[src/rtl/btn_evt_pkg.sv]
// Shared event codes, channel state encoding and width helper for the button event scheduler.
package btn_evt_pkg;

  localparam logic [1:0] EVT_PRESS   = 2'b00;
  localparam logic [1:0] EVT_RELEASE = 2'b01;
  localparam logic [1:0] EVT_LONG    = 2'b10;
  localparam logic [1:0] EVT_REPEAT  = 2'b11;

  typedef enum logic [1:0] {
    StIdle = 2'b00,
    StDown = 2'b01,
    StHeld = 2'b10
  } ch_state_e;

  // Ceiling log2, floored at 1 so every derived vector has at least one bit.
  function automatic int unsigned clog2(input int unsigned n);
    int unsigned r;
    r = 1;
    while ((64'd1 << r) < 64'(n)) r++;
    return r;
  endfunction

endpackage

[src/rtl/btn_evt_fifo.sv]
// Synchronous FIFO with full/empty flags; read data is the head entry.
module btn_evt_fifo import btn_evt_pkg::*; #(
  parameter int unsigned Depth = 4,
  parameter int unsigned Width = 4
) (
  input  logic             clk,
  input  logic             n_rst,
  input  logic             push_i,
  input  logic [Width-1:0] wdata_i,
  input  logic             pop_i,
  output logic [Width-1:0] rdata_o,
  output logic             full_o,
  output logic             empty_o
);

  localparam int unsigned AW = clog2(Depth);

  logic [Width-1:0] mem_q [Depth];
  logic [AW-1:0]    wr_ptr_q, rd_ptr_q;
  logic [AW:0]      cnt_q;
  logic             do_push, do_pop;

  assign full_o  = (cnt_q == (AW+1)'(Depth));
  assign empty_o = (cnt_q == '0);
  assign rdata_o = mem_q[rd_ptr_q];

  // A pop never frees room for a push in the same cycle.
  assign do_push = push_i & ~full_o;
  assign do_pop  = pop_i & ~empty_o;

  always_ff @(posedge clk) begin
    if (!n_rst) begin
      for (int i = 0; i < int'(Depth); i++) mem_q[i] <= '0;
      wr_ptr_q <= '0;
      rd_ptr_q <= '0;
      cnt_q    <= '0;
    end else begin
      if (do_push) begin
        mem_q[wr_ptr_q] <= wdata_i;
        wr_ptr_q        <= wr_ptr_q + AW'(1);
      end
      if (do_pop) rd_ptr_q <= rd_ptr_q + AW'(1);
      case ({do_push, do_pop})
        2'b10:   cnt_q <= cnt_q + (AW+1)'(1);
        2'b01:   cnt_q <= cnt_q - (AW+1)'(1);
        default: cnt_q <= cnt_q;
      endcase
    end
  end

endmodule

[src/rtl/btn_evt_ctrl.sv]
// Turns debounced button levels into PRESS/RELEASE/LONG/REPEAT events, arbitrated
// round-robin into a small FIFO drained over valid/ready.
module btn_evt_ctrl import btn_evt_pkg::*; #(
  parameter int unsigned NBTN         = 4,
  parameter int unsigned TICK_DIV     = 100000,
  parameter int unsigned LONG_TICKS   = 500,
  parameter int unsigned REPEAT_TICKS = 100,
  parameter int unsigned FIFO_DEPTH   = 4
) (
  input  logic                     clk,
  input  logic                     n_rst,
  input  logic [NBTN-1:0]          btn_i,
  output logic                     evt_valid,
  input  logic                     evt_ready,
  output logic [clog2(NBTN)-1:0]   evt_btn,
  output logic [1:0]               evt_type,
  output logic                     overflow,
  input  logic                     clr_ovf
);

  localparam int unsigned IW = clog2(NBTN);
  localparam int unsigned PW = clog2(TICK_DIV);
  localparam int unsigned HW = clog2((LONG_TICKS > REPEAT_TICKS) ? LONG_TICKS : REPEAT_TICKS);

  logic [PW-1:0]   presc_q;
  logic            tick;
  logic [NBTN-1:0] prev_q, rise, fall;
  logic [NBTN-1:0] post;
  logic [1:0]      post_type [NBTN];
  logic [NBTN-1:0] pend_q, pend_d;
  logic [1:0]      ptype_q [NBTN];
  logic [1:0]      ptype_d [NBTN];
  logic [IW-1:0]   rr_q, gnt_idx, cand;
  logic            gnt_vld, ovf_set, overflow_q;
  logic            fifo_full, fifo_empty;
  logic [IW+1:0]   head;

  assign tick = (presc_q == PW'(TICK_DIV - 1));
  assign rise = btn_i & ~prev_q;
  assign fall = ~btn_i & prev_q;

  // Per-channel FSM; posts are registered, so they reach the pending slot one edge later.
  for (genvar g = 0; g < int'(NBTN); g++) begin : g_ch
    ch_state_e     st_q;
    logic [HW-1:0] hold_q;
    logic          post_q;
    logic [1:0]    post_type_q;

    assign post[g]      = post_q;
    assign post_type[g] = post_type_q;

    always_ff @(posedge clk) begin
      if (!n_rst) begin
        st_q        <= StIdle;
        hold_q      <= '0;
        post_q      <= 1'b0;
        post_type_q <= EVT_PRESS;
      end else begin
        post_q <= 1'b0;
        case (st_q)
          StIdle: begin
            if (rise[g]) begin
              st_q        <= StDown;
              hold_q      <= '0;
              post_q      <= 1'b1;
              post_type_q <= EVT_PRESS;
            end
          end
          StDown, StHeld: begin
            if (fall[g]) begin
              st_q        <= StIdle;
              hold_q      <= '0;
              post_q      <= 1'b1;
              post_type_q <= EVT_RELEASE;
            end else if (tick) begin
              if (st_q == StDown && hold_q == HW'(LONG_TICKS - 1)) begin
                st_q        <= StHeld;
                hold_q      <= '0;
                post_q      <= 1'b1;
                post_type_q <= EVT_LONG;
              end else if (st_q == StHeld && hold_q == HW'(REPEAT_TICKS - 1)) begin
                hold_q      <= '0;
                post_q      <= 1'b1;
                post_type_q <= EVT_REPEAT;
              end else begin
                hold_q <= hold_q + HW'(1);
              end
            end
          end
          default: st_q <= StIdle;
        endcase
      end
    end
  end

  // Round-robin search starting just after the last granted channel.
  always_comb begin
    gnt_vld = 1'b0;
    gnt_idx = rr_q;
    cand    = rr_q;
    for (int k = 1; k <= int'(NBTN); k++) begin
      cand = IW'((int'(rr_q) + k) % int'(NBTN));
      if (!gnt_vld && pend_q[cand]) begin
        gnt_vld = 1'b1;
        gnt_idx = cand;
      end
    end
    if (fifo_full) gnt_vld = 1'b0;
  end

  always_comb begin
    ovf_set = 1'b0;
    for (int k = 0; k < int'(NBTN); k++) begin
      pend_d[k]  = pend_q[k];
      ptype_d[k] = ptype_q[k];
      if (post[k]) begin
        if (pend_q[k] && !(gnt_vld && gnt_idx == IW'(k))) ovf_set = 1'b1;
        pend_d[k]  = 1'b1;
        ptype_d[k] = post_type[k];
      end else if (gnt_vld && gnt_idx == IW'(k)) begin
        pend_d[k] = 1'b0;
      end
    end
  end

  always_ff @(posedge clk) begin
    if (!n_rst) begin
      presc_q    <= '0;
      prev_q     <= '0;
      pend_q     <= '0;
      for (int k = 0; k < int'(NBTN); k++) ptype_q[k] <= EVT_PRESS;
      rr_q       <= IW'(NBTN - 1);
      overflow_q <= 1'b0;
    end else begin
      presc_q    <= tick ? '0 : presc_q + PW'(1);
      prev_q     <= btn_i;
      pend_q     <= pend_d;
      for (int k = 0; k < int'(NBTN); k++) ptype_q[k] <= ptype_d[k];
      if (gnt_vld) rr_q <= gnt_idx;
      overflow_q <= ovf_set | (overflow_q & ~clr_ovf);
    end
  end

  btn_evt_fifo #(
    .Depth (FIFO_DEPTH),
    .Width (IW + 2)
  ) u_fifo (
    .clk     (clk),
    .n_rst   (n_rst),
    .push_i  (gnt_vld),
    .wdata_i ({gnt_idx, ptype_q[gnt_idx]}),
    .pop_i   (evt_valid & evt_ready),
    .rdata_o (head),
    .full_o  (fifo_full),
    .empty_o (fifo_empty)
  );

  assign evt_valid = ~fifo_empty;
  assign evt_btn   = head[IW+1:2];
  assign evt_type  = head[1:0];
  assign overflow  = overflow_q;

endmodule

[config.mk]
export PLATFORM = sky130hd
export DESIGN_NAME = btn_evt_ctrl
export DESIGN_NICKNAME = d
export VERILOG_FILES = /design/src/rtl/btn_evt_pkg.sv /design/src/rtl/btn_evt_fifo.sv /design/src/rtl/btn_evt_ctrl.sv
export SDC_FILE = /design/constraint.sdc
export NUM_CORES = 1
export LEC_CHECK = 0
export BUFFER_PORTS_ARGS = -buffer_cell sky130_fd_sc_hd__buf_2
export CORE_AREA = 2 2 132 160
export CTS_CLUSTER_SIZE = 10
export DETAILED_ROUTE_END_ITERATION = 10
export DIE_AREA = 0 0 134 162
export GPL_ROUTABILITY_DRIVEN = 0
export GPL_TIMING_DRIVEN = 0
export MAX_ROUTING_LAYER = met4
export PLACE_DENSITY_LB_ADDON = 0.2
export RECOVER_POWER = 100
export SYNTH_ARGS = -nofsm -noshare
export SYNTH_HDL_FRONTEND = slang
export SYNTH_HIERARCHICAL = 1
export SYNTH_SLANG_ARGS = --single-unit
[constraint.sdc]
create_clock -name clk -period 6.2 [get_ports clk]
set_input_delay 0.31 -clock clk [delete_from_list [all_inputs] [get_ports clk]]
set_output_delay 0.31 -clock clk [all_outputs]
set_load 0.05 [all_outputs]
==> flow_summary.rst <==
.. list-table::
   :header-rows: 1

   * - Metric
     - Value
   * - Result of the run
     - finished clean
   * - Reg2Reg Launch Point
     - u_fifo/cnt_q[0]
   * - Highest-utilization routing layer at the global route stage
     - met2
   * - Number of synthesized register bits
     - 117
   * - Wire length of the first global-routing pass
     - 22.5 mm
   * - Portion of netlist area occupied by mux cells
     - 4.87%
   * - Via count of the routed design
     - 4633
   * - Maximum clock rate
     - 314 MHz
   * - Ant diodes
     - 0
   * - Number of stages on the worst hold path
     - 2
   * - Number of enable flip-flop cells after synthesis
     - 24
   * - Via count of the first global-routing pass
     - 4662
   * - Worst Reg2Reg Path Length in Cells
     - 12
   * - Via count normalized by instance count
     - 4.94
   * - Routed wirelength normalized by instance count
     - 14.2 um
   * - Hold Crit Endpoint
     - prev_q[2]
   * - Number of clock sinks
     - 117
   * - Net count, final
     - 691
   * - Final routed wirelength across all metal layers
     - 13.3 mm
   * - TritonCTS buffer count
     - 17
   * - GR Layer Usage met3
     - 2.81%
   * - Number of nets still failing antenna checks after routing
     - 0
   * - Area inside the core boundary
     - 0.0200 mm^2
   * - Capture instance of the worst register-to-register path
     - u_fifo/cnt_q[2]
   * - Antenna violations before repair
     - 0
   * - Ranking of synthesized cells by area
     - dfxtp_1 31%, edfxtp_1 12%, xor2_1 4.7%, ha_1 4.6%, nand2_1 3.5%
   * - Hold bufs inserted after CTS
     - 0
   * - Sort of element at the end of the critical path
     - register
   * - Least setup slack across all paths after layout
     - 3.02 ns
   * - Launching instance or port of the critical path
     - u_fifo/cnt_q[0]
   * - Number of max-cap violations
     - 0
   * - Setup slack of the worst register-to-register path
     - 3.02 ns
   * - Number of levels the H-tree was split into
     - 4
   * - Overall die width
     - 134 um
   * - Register area
     - 0.00258 mm^2
   * - Tot Pwr
     - 2490 uW
   * - Post-detailed-placement cell area
     - 0.00635 mm^2
   * - Final critical-path share of the clock period
     - 51.3%
   * - GR Util met1
     - 15.6%
   * - IO Port Bufs
     - 13
   * - I/O Pins
     - 14
   * - Std-Cell Rows
     - 57
   * - Cells resized by post-CTS repair
     - 0
   * - Syn Area/Cell
     - 9.48 um^2
   * - Share of the synthesized area in compound gates (AO/OA/AOI/OAI)
     - 13.8%
   * - Post-synth top flop
     - dfxtp_1
   * - Post-Synth Adder-Cell Area
     - 4.96%
   * - Max-Slew Margin vs Limit
     - 49.7%
   * - Leakage power summed over all cells
     - 0.00255 uW
   * - Footprint of the multi-input gates
     - 0.00306 mm^2
   * - Req. time, crit path
     - 6.55 ns
   * - Worst Clk Skew
     - 0.00707 ns
   * - Worst hold path class
     - in -> reg
   * - Remaining global-route overflow
     - 0
   * - Half-perimeter wire length after placement
     - 9.49 mm
   * - Net Count, Synth
     - 659
   * - Setup total negative slack
     - 0 ns
   * - Full die area
     - 0.0217 mm^2
   * - Share of synthesized cell area in and, or, nand and nor gates
     - 22.6%
   * - First drt pass iteration count
     - 4
   * - FILL cells
     - 2037
   * - Signed area change from the synthesized netlist to the final layout
     - 15.2%
   * - Hold Fails Final Rpt
     - 0
   * - Vertical extent of the die
     - 162 um
   * - Pin count of the biggest net entering global routing
     - 17
   * - Netlist Area Pre-Place
     - 0.00596 mm^2
   * - Post-synthesis cell type count
     - 67
   * - Final period demand of the worst path
     - 3.18 ns
   * - Minimum setup slack after placement
     - 3.16 ns
   * - Root buffer selected by CTS
     - clkbuf_16
   * - Proportion of layout cells with a drive suffix above 1
     - 8.02%
   * - Type of the worst setup path
     - reg -> reg
   * - Setup Buffers After CTS
     - 0
   * - Design area
     - 0.00686 mm^2
   * - Later-pin clock latency in the skew report
     - 0.42 ns
   * - Synthesized netlist cell count
     - 628
   * - Post-synthesis xor/xnor area fraction
     - 5.88%
   * - Synthesis Warnings
     - 6
   * - Largest driver fanout on the critical path
     - 9
   * - Max-slew violation count
     - 0
   * - Number of DRC markers after the initial detailed-route iteration
     - 208
   * - Number of buffers between clock root and the deepest sink
     - 2
   * - Ys async rst share
     - 0%
   * - Max rail drop VDD
     - 0.201 mV
   * - CP Data Arrival Time
     - 3.53 ns
   * - Critical path startpoint category
     - register
   * - Largest family of logic cells by synthesized area
     - simple AND/OR/NAND/NOR gates
   * - GR Layer Usage met2
     - 22.4%
   * - Post-synthesis sequential area ratio
     - 43.4%
   * - Synth area leader
     - dfxtp_1
   * - RSZ-0062 raised after global routing
     - no
   * - Gr usage total
     - 13.4%
   * - Initial standard-cell utilization of the core
     - 29.7%
   * - DRC errors left
     - 0
   * - CTS clk-pin slew, worst paths
     - 0.05 ns
   * - Hold Startpoint
     - btn_i[2]
   * - Area share of the leading cell type in the synthesized netlist
     - 31.3%
   * - Actual transition at the worst max-transition pin
     - 0.755 ns
   * - Final setup viols
     - 0
   * - Power density over the cells
     - 363 mW/mm^2
   * - TritonCTS clock tree
     - yes
registers in the layout, indices dropped and copies added, names as in the netlist, named ones only:
name and cells:
g_ch.hold_q 36, g_ch.post_q 4, g_ch.post_type_q 8, g_ch.st_q 8
overflow 1, pend_q 4, presc_q 17, prev_q 4
ptype_q 8, rr_q 2, u_fifo/cnt_q 3, u_fifo/mem_q 16
u_fifo/rd_ptr_q 2, u_fifo/wr_ptr_q 2
cell families (layout without fill, tap and decap cells):
group | count (synthesis) | in the layout
xor+xnor | 40 | 40
flops | 117 | 117
compound gates | 114 | 114
buf+inv | 55 | 100
fa+ha+maj | 23 | 23
simple gates | 255 | 255
mux | 24 | 24
power by group:
| part | total, uW | switching [uW] | internal, uW |
|---|---|---|---|
| Clock | 1000 | 339 | 661 |
| Sequential | 926 | 59.3 | 867 |
| Combinational | 563 | 377 | 185 |
per-stage QoR:
| step | hold slack, ns | util [%] | instances |
|---|---|---|---|
| 2_1_floorplan | 0.429 | - | 628 |
| 3_3_place_gp | 0.446 | 31.7 | 906 |
| 3_5_place_dp | 0.452 | 31.7 | 906 |
| 4_1_cts | 0.150 | 34.7 | 938 |
| 5_1_grt | 0.167 | 34.2 | 938 |
| 6_report | 0.163 | 34.2 | 938 |
worst max-delay path: stages (launching register included):
cell and delay (ns):
dfxtp_1 0.33, or3b_1 0.39, clkbuf_1 0.19, clkinvlp_2 0.13, clkbuf_1 0.31, nor2_1 0.19, nand2_1 0.19, ha_1 0.23
inv_1 0.08, fa_1 0.43, xor2_1 0.16, or3_1 0.32, a21oi_1 0.14
how the worst max path moves through the flow:
| stage | endpoint | slack [ns] | cells past startpoint |
|---|---|---|---|
| floorplan | u_fifo/cnt_q[2] | 3.53 | 12 |
| global route | u_fifo/cnt_q[2] | 2.80 | 12 |
| detailed placement | u_fifo/cnt_q[2] | 3.16 | 12 |
| finish | u_fifo/cnt_q[2] | 3.02 | 12 |
| CTS | u_fifo/cnt_q[2] | 3.14 | 12 |
| global placement | u_fifo/cnt_q[2] | 3.26 | 12 |
synth_stat cells (11+ instances only):
cell type / n
xor2_1: 32
mux2i_1: 20
nand2_1: 55
nand3_1: 24
and3_1: 24
o21ai_0: 26
nor2_1: 48
nand2b_1: 12
clkbuf_1: 13
a211oi_1: 11
o211ai_1: 17
ha_1: 22
inv_1: 27
dfxtp_1: 93
nor3_1: 31
edfxtp_1: 24
a21oi_1: 20
placed cells by master (no fill, tap or decap), drive strengths merged, types with 3 or more instances in the layout:
master	netlist	routed
o2111ai	6	6
o211a	3	3
nor2	48	48
nor4b	4	4
nand2	55	55
and2	9	9
clkinv	1	6
a211oi	12	12
nand2b	12	12
mux4	4	4
buf	10	9
clkbuf	14	51
nor2b	6	6
o21ai	27	27
nand3	25	25
nand4	10	10
xor2	32	32
edfxtp	24	24
o21a	3	3
xnor2	8	8
mux2i	20	20
inv	30	29
dfxtp	93	93
a21oi	23	23
and3	24	24
or4b	3	3
nor3	31	31
bufinv	0	3
o211ai	18	18
nor3b	5	5
and4	4	4
or3	7	7
or4	4	4
o31ai	7	7
ha	22	22
final cells by class:
type                       instances  area share [%]
multi-input combinational        456            44.6
sequential                       117            37.6
clock buffer                      23            6.97
tap                              265            4.83
clock inverter                     9            1.84
inverter                          31            1.71
buffer                            24            1.55
timing repair buffer              13           0.821
layer usage:
layer	share of wire [%]	wire [um]
met1	46	6160
met2	49	6550
met3	2.3	308
met4	2.0	263
met5	0	0
No activity file was read; power rests on OpenSTA's default activity.
